**config.mk**
```make
export PLATFORM = sky130hd
export DESIGN_NAME = tlc5957_rx
export DESIGN_NICKNAME = d
export VERILOG_FILES = /design/src/rtl/tlc5957_pkg.sv /design/src/rtl/tlc5957_cmd_decode.sv /design/src/rtl/tlc5957_rx.sv
export SDC_FILE = /design/constraint.sdc
export NUM_CORES = 2
export LEC_CHECK = 0
export BUFFER_PORTS_ARGS = -buffer_cell sky130_fd_sc_hd__clkbuf_2
export CORE_MARGIN = 5
export CORE_UTILIZATION = 55
export DETAILED_ROUTE_END_ITERATION = 8
export HOLD_SLACK_MARGIN = 0.03
export PLACE_DENSITY_LB_ADDON = 0.15
export SLEW_MARGIN = 20
export SYNTH_ARGS = -nofsm -noshare
export SYNTH_HDL_FRONTEND = slang
export SYNTH_SLANG_ARGS = --single-unit
```
**constraint.sdc**
```tcl
create_clock -name clk -period 105.2 [get_ports clk]
set_input_delay 21.04 -clock clk [delete_from_list [all_inputs] [get_ports clk]]
set_output_delay 21.04 -clock clk [all_outputs]
set_load 0.01 [all_outputs]
```
**src/rtl/tlc5957_pkg.sv**
```systemverilog
// Shared definitions for the TLC5957 serial receiver: LAT-width command
// counts, shift register width, GS word layout and decoded command actions.
package tlc5957_pkg;

    localparam int unsigned SR_WIDTH = 48;

    // Number of SCLK rising edges seen while LAT is high, per command
    localparam int unsigned CMD_WRTGS     = 1;
    localparam int unsigned CMD_LATGS     = 3;
    localparam int unsigned CMD_WRTFC     = 5;
    localparam int unsigned CMD_LINERESET = 7;
    localparam int unsigned CMD_READFC    = 11;
    localparam int unsigned CMD_FCWRTEN   = 15;

    // One GS entry: {B, G, R}, 16 bits each
    typedef logic [2:0][15:0] gs_word_t;

    // Action selected by a LAT falling edge
    typedef enum logic [2:0] {
        ACT_WRTGS,
        ACT_LATGS,
        ACT_WRTFC,
        ACT_LINERESET,
        ACT_READFC,
        ACT_FCWRTEN,
        ACT_ERR
    } cmd_e;

endpackage

```
**src/rtl/tlc5957_cmd_decode.sv**
```systemverilog
// LAT-width command classifier for the TLC5957 receiver.
// Maps the LAT-high SCLK edge count to a decoded action. A saturated count,
// zero, or any count without a command is reported as ACT_ERR.
// Optional macro: TLC5957_RX_READFC_EN enables the READFC command (count 11);
// without it, count 11 is classified as an error.
module tlc5957_cmd_decode
    import tlc5957_pkg::*;
#(
    parameter int unsigned LAT_CNT_WIDTH = 5
) (
    input  logic [LAT_CNT_WIDTH-1:0] lat_cnt_i,
    output cmd_e                     cmd_o
);

    // Classify the count; the saturated value never maps to a command
    always_comb begin
        cmd_o = ACT_ERR;
        if (lat_cnt_i != '1) begin
            case (lat_cnt_i)
                LAT_CNT_WIDTH'(CMD_WRTGS):     cmd_o = ACT_WRTGS;
                LAT_CNT_WIDTH'(CMD_LATGS):     cmd_o = ACT_LATGS;
                LAT_CNT_WIDTH'(CMD_WRTFC):     cmd_o = ACT_WRTFC;
                LAT_CNT_WIDTH'(CMD_LINERESET): cmd_o = ACT_LINERESET;
                LAT_CNT_WIDTH'(CMD_FCWRTEN):   cmd_o = ACT_FCWRTEN;
`ifdef TLC5957_RX_READFC_EN
                LAT_CNT_WIDTH'(CMD_READFC):    cmd_o = ACT_READFC;
`else
                LAT_CNT_WIDTH'(CMD_READFC):    cmd_o = ACT_ERR;
`endif
                default:                       cmd_o = ACT_ERR;
            endcase
        end
    end

endmodule

```
**src/rtl/tlc5957_rx.sv**
```systemverilog
// TLC5957 serial interface receiver, fully in the clk domain.
// Rebuilds the 48-bit common shift register from SCLK/SIN, decodes LAT-width
// commands on the LAT falling edge, and keeps GS latch 1, GS latch 2, the FC
// register and the FC write-enable flag.
// Optional macro: TLC5957_RX_READFC_EN enables READFC and the SOUT readback.
module tlc5957_rx
    import tlc5957_pkg::*;
#(
    parameter int unsigned          NB_LEDS_PER_GROUP = 16,
    parameter logic [SR_WIDTH-1:0]  FC_RESET          = 48'h0,
    parameter int unsigned          LAT_CNT_WIDTH     = 5,
    localparam int unsigned         IDX_W             = $clog2(NB_LEDS_PER_GROUP)
) (
    input  logic                clk,
    input  logic                rst,
    input  logic                SCLK,
    input  logic                SIN,
    input  logic                LAT,
    input  logic [IDX_W-1:0]    rd_led,
    output logic [SR_WIDTH-1:0] rd_data,
    output logic [SR_WIDTH-1:0] fc_data,
    output logic                fcwrten,
    output logic [IDX_W-1:0]    gs_ptr,
    output logic                latgs_pulse,
    output logic                wrtfc_pulse,
    output logic                linereset_pulse,
    output logic                cmd_err,
    output logic                SOUT
);

    logic                     sclk_q;
    logic                     lat_q;
    logic                     sclk_rise;
    logic                     lat_fall;

    logic [SR_WIDTH-1:0]      shift_q,    shift_d;
    logic [LAT_CNT_WIDTH-1:0] lat_cnt_q,  lat_cnt_d;
    logic [IDX_W-1:0]         gs_ptr_q,   gs_ptr_d;
    logic [SR_WIDTH-1:0]      fc_q,       fc_d;
    logic                     fcwrten_q,  fcwrten_d;
    logic                     latgs_q,    latgs_d;
    logic                     wrtfc_q,    wrtfc_d;
    logic                     lreset_q,   lreset_d;
    logic                     err_q,      err_d;

    logic                     wr1_en;
    logic                     cp2_en;

    gs_word_t                 latch1_q [NB_LEDS_PER_GROUP];
    gs_word_t                 latch2_q [NB_LEDS_PER_GROUP];

    cmd_e                     cmd;

    assign sclk_rise = SCLK & ~sclk_q;
    assign lat_fall  = lat_q & ~LAT;

    tlc5957_cmd_decode #(
        .LAT_CNT_WIDTH(LAT_CNT_WIDTH)
    ) u_cmd_decode (
        .lat_cnt_i(lat_cnt_q),
        .cmd_o    (cmd)
    );

    // Next-state: serial shift, LAT edge counting and command actions.
    // Decode uses the pre-edge shift_q/lat_cnt_q; a READFC load takes
    // priority over a coincident SCLK shift.
    always_comb begin
        shift_d   = shift_q;
        lat_cnt_d = lat_cnt_q;
        gs_ptr_d  = gs_ptr_q;
        fc_d      = fc_q;
        fcwrten_d = fcwrten_q;
        latgs_d   = 1'b0;
        wrtfc_d   = 1'b0;
        lreset_d  = 1'b0;
        err_d     = 1'b0;
        wr1_en    = 1'b0;
        cp2_en    = 1'b0;

        if (sclk_rise) begin
            shift_d = {shift_q[SR_WIDTH-2:0], SIN};
        end

        if (lat_fall) begin
            lat_cnt_d = '0;
        end else if (sclk_rise && LAT && (lat_cnt_q != '1)) begin
            lat_cnt_d = lat_cnt_q + LAT_CNT_WIDTH'(1);
        end

        if (lat_fall) begin
            case (cmd)
                ACT_WRTGS: begin
                    wr1_en   = 1'b1;
                    gs_ptr_d = gs_ptr_q + IDX_W'(1);
                end
                ACT_LATGS, ACT_LINERESET: begin
                    wr1_en   = 1'b1;
                    cp2_en   = 1'b1;
                    gs_ptr_d = '0;
                    latgs_d  = 1'b1;
                    lreset_d = (cmd == ACT_LINERESET);
                end
                ACT_WRTFC: begin
                    if (fcwrten_q) begin
                        fc_d      = shift_q;
                        fcwrten_d = 1'b0;
                        wrtfc_d   = 1'b1;
                    end
                end
                ACT_FCWRTEN: begin
                    fcwrten_d = 1'b1;
                end
                ACT_READFC: begin
`ifdef TLC5957_RX_READFC_EN
                    shift_d = fc_q;
`endif
                end
                default: begin
                    err_d = 1'b1;
                end
            endcase
        end
    end

    // Control and data registers
    always_ff @(posedge clk or posedge rst) begin
        if (rst) begin
            sclk_q    <= 1'b0;
            lat_q     <= 1'b0;
            shift_q   <= '0;
            lat_cnt_q <= '0;
            gs_ptr_q  <= '0;
            fc_q      <= FC_RESET;
            fcwrten_q <= 1'b0;
            latgs_q   <= 1'b0;
            wrtfc_q   <= 1'b0;
            lreset_q  <= 1'b0;
            err_q     <= 1'b0;
        end else begin
            sclk_q    <= SCLK;
            lat_q     <= LAT;
            shift_q   <= shift_d;
            lat_cnt_q <= lat_cnt_d;
            gs_ptr_q  <= gs_ptr_d;
            fc_q      <= fc_d;
            fcwrten_q <= fcwrten_d;
            latgs_q   <= latgs_d;
            wrtfc_q   <= wrtfc_d;
            lreset_q  <= lreset_d;
            err_q     <= err_d;
        end
    end

    // GS latches; latch 2 takes latch 1 with the entry being written merged in
    always_ff @(posedge clk or posedge rst) begin
        if (rst) begin
            for (int unsigned i = 0; i < NB_LEDS_PER_GROUP; i++) begin
                latch1_q[i] <= '0;
                latch2_q[i] <= '0;
            end
        end else begin
            if (wr1_en) begin
                latch1_q[gs_ptr_q] <= shift_q;
            end
            if (cp2_en) begin
                for (int unsigned i = 0; i < NB_LEDS_PER_GROUP; i++) begin
                    latch2_q[i] <= (IDX_W'(i) == gs_ptr_q) ? shift_q : latch1_q[i];
                end
            end
        end
    end

    assign rd_data         = latch2_q[rd_led];
    assign fc_data         = fc_q;
    assign fcwrten         = fcwrten_q;
    assign gs_ptr          = gs_ptr_q;
    assign latgs_pulse     = latgs_q;
    assign wrtfc_pulse     = wrtfc_q;
    assign linereset_pulse = lreset_q;
    assign cmd_err         = err_q;

`ifdef TLC5957_RX_READFC_EN
    assign SOUT = shift_q[SR_WIDTH-1];
`else
    assign SOUT = 1'b0;
`endif

endmodule

```
==> qor.yml <==
sta:
  fin_setup_tns_ps: 0
  timing.fmax_mhz: 21.9
  rsz0062_at_grt: "false"
  timing.final.crit_share_pct: 43.4
  timing.final.setup_violations: 0
  worst_slew_margin_rel_pct: 20.2
  post-route-min-period_ps: 45620
  worst_pin_slew_ps: 1200
  drv_slew: 0
  report.final.hold_viol_count: 0
  skew_ps: 20.3
critical_path:
  path_class: "primary input to output pin"
  critPathLaunchType: "primary input"
  cp_slowest_cell: "buf_4"
  worst-r2r-setup-slack_ps: 99960
  worstPathArrival_ps: 24580
  max_stage_delay_ps: 890
  crit_fanout: 58
  critPathRequiredTime_ps: 84160
  worstPathCellList: "buf_8, buf_4, buf_4, mux4_2, a22oi_1, nand2_1, clkbuf_2"
  end_kind: "output pin"
  cp_common_cell: "buf_4"
yosys:
  synth_async_sr_flop_share_pct: 100
  post_synth_instance_area_sq_um: 73900
  syn_avg_cell_area_sq_um: 12.6
  synth_mux_area_share_pct: 29.4
  synth_enable_flop_cells: 0
  simple_logic_cell_fraction_of_the_synthesized_area_pct: 4.67
  syn_inst: 5871
  post_synth_num_cell_types: 43
  syn_nets: 5888
  synth_top_family_by_area: "multiplexers"
  yosys_warnings: 0
  synthAdderAreaFrac_pct: 0.135
  share_of_the_synthesized_area_in_compound_gates_ao_oa_aoi_oai_pct: 6.39
  synth_seq_area_share_pct: 55.8
  synth_top_flop_cell: "dfrtp_1"
  synthXorXnorAreaFrac_pct: 0.0119
  ys_seq_elements: 1648
global_route:
  grt_pass1_vias: 45400
  grt_pass1_wl_mm: 294
  antenna_found_initial: 2
  grt_max_degree: 263
  gr-total-overflow: 0
  global_route.usage.total_pct: 27.4
power_and_ir_drop:
  vdd_drop_max_uv: 16.8
  static-leakage-power_nw: 41.2
  p_per_area_nw_per_um2: 18.4
cells_and_area:
  synthToLayoutAreaGrowth_pct: 9.49
  layout.cells.most_common: "dfrtp_1"
  n_antenna_cell: 0
  fillers: 10600
  finish.utilization_pct: 60.6
  layout_cell_share_with_drive_strength_beyond_1_pct: 25.9
  nets: 5656
  layout_common_cells: "1628 x dfrtp_1, 821 x nand2_1, 778 x mux2_2"
floorplanning:
  fp-row-count: 134
  initial_core_util_pct: 55.4
  die_y_microns: 377
  design.die.area_sq_um: 142000
  core_area_sq_um: 133000
  die_w_microns: 377
  design.portCount: 115
clock_network:
  clock-root-buffer: "clkbuf_16"
  worst_setup_hold_path_clk_slew_ps: 60
  cts_tree: "built"
  numCtsBuffers: 171
  cts_resized: 0
  numClockSinks: 1648
  cts_setup_buffers: 0
  cts.hold.buffers_added: 0
  clock_insertion_delay_worst_skew_ps: 780
  ctsLongestPathBuffers: 3
  ctsHtreeMaxLevel: 4
job:
  cap_violations: 0
hold_path:
  worst_hold_path_type: "register to register"
drt:
  initialDrtViolationCount: 4263
  wirelength_mm: 191
  antenna_violating_nets_post_route: 0
  drt_pre_antenna_iters: 7
  wl_per_cell_microns: 25.4
  dr_total_vias: 45400
  remaining_drc_errors: 0
  vias_per_cell: 6.02
placement:
  io_buffer_count: 113
  place_hpwl_mm: 101
  globalplace.congestion: 0.761
status:
  status: "completed"
final cells by class:
| cell class | instances | area (sq um) | share of cell area, % |
|---|---|---|---|
| Sequential cell | 1648 | 41300 | 51.0 |
| Multi-Input combinational cell | 3606 | 30300 | 37.5 |
| Clock inverter | 35 | 389 | 0.481 |
| Timing Repair Buffer | 204 | 1400 | 1.74 |
| Clock buffer | 268 | 5240 | 6.47 |
| Inverter | 8 | 37.5 | 0.0464 |
| Tap cell | 1768 | 2210 | 2.73 |
report_power, final:
group          switching (mW)  internal [mW]  total (mW)  leakage, nW
logic                   0.114         0.0674       0.181         15.5
registers              0.0405          0.656       0.697         22.9
clock network           0.250          0.359       0.609         2.79
total                   0.404           1.08        1.49         41.2
sequential cells by signal, summed over array words and instances (netlist names), 4 cells and up:
register and cells:
lat_cnt_q 5, gs_ptr 4, latch1_q 768, fc_data 48
latch2_q 768, shift_q 48
kinds of logic after synthesis:
group / Yosys count
adders and majority gates: 8
buffers and inverters: 617
AOI/OAI and AO/OA: 887
other: 1
and+or+nand+nor: 885
muxes: 1824
DFF: 1648
xor gates and xnor gates: 1
worst paths after layout:
| kind | startpoint | to | depth (start not counted) |
|---|---|---|---|
| min | latch2_q[609] | latch2_q[609] | 2 |
| max in group asynchronous | rst | shift_q[24] | 5 |
| max | rd_led[0] | rd_data[2] | 7 |
| min in group asynchronous | rst | latgs_pulse | 2 |
| max reg2reg | lat_cnt_q[0] | latch2_q[185] | 9 |
| min reg2reg | latch2_q[609] | latch2_q[609] | 2 |
through the flow:
stage / hold slack, ps / area [sq um] / power [mW] / instances / worst slack, ps
final: 475 / 80900 / 1.49 / 7537 / 59580
after CTS: 478 / 80800 / 1.50 / 7535 / 59450
after floorplan: 445 / 73900 / 0.821 / 5871 / 37650
after detailed placement: 465 / 75200 / 0.889 / 7232 / 59440
after global placement: 456 / 75200 / 0.886 / 7232 / 59560
after global routing: 494 / 80900 / 1.54 / 7537 / 59250
critical path, delay by kind of cell:
kind | cells | cell delay [ps]
AOI/OAI and AO/OA | 1 | 190
buffers and inverters | 4 | 2430
muxes | 1 | 600
and+or+nand+nor | 1 | 250
synthesized netlist by cell type, drive strengths merged (2+ instances only):
master	instances	area share (%)
dfrtp	1648	56
mux2	864	13
nand4	5	0.042
nor2	9	0.046
nand3	15	0.10
clkbuf	399	2.0
mux4	192	5.9
inv	8	0.041
ha	8	0.14
nand2	833	4.2
a22o	2	0.024
o21ai	775	5.2
buf	210	1.5
mux2i	768	10
nor2b	7	0.059
nor3b	6	0.081
a21oi	3	0.020
and3	2	0.017
nand2b	2	0.017
and2	2	0.017
a22oi	96	0.98
metal layers:
metal,global-route usage [%],wire [microns]
met4,6.92,4490
met5,0,0
met1,40.5,87700
met3,5.25,11200
met2,42.2,88100
Note: power is estimated with default switching activity, not from simulation.
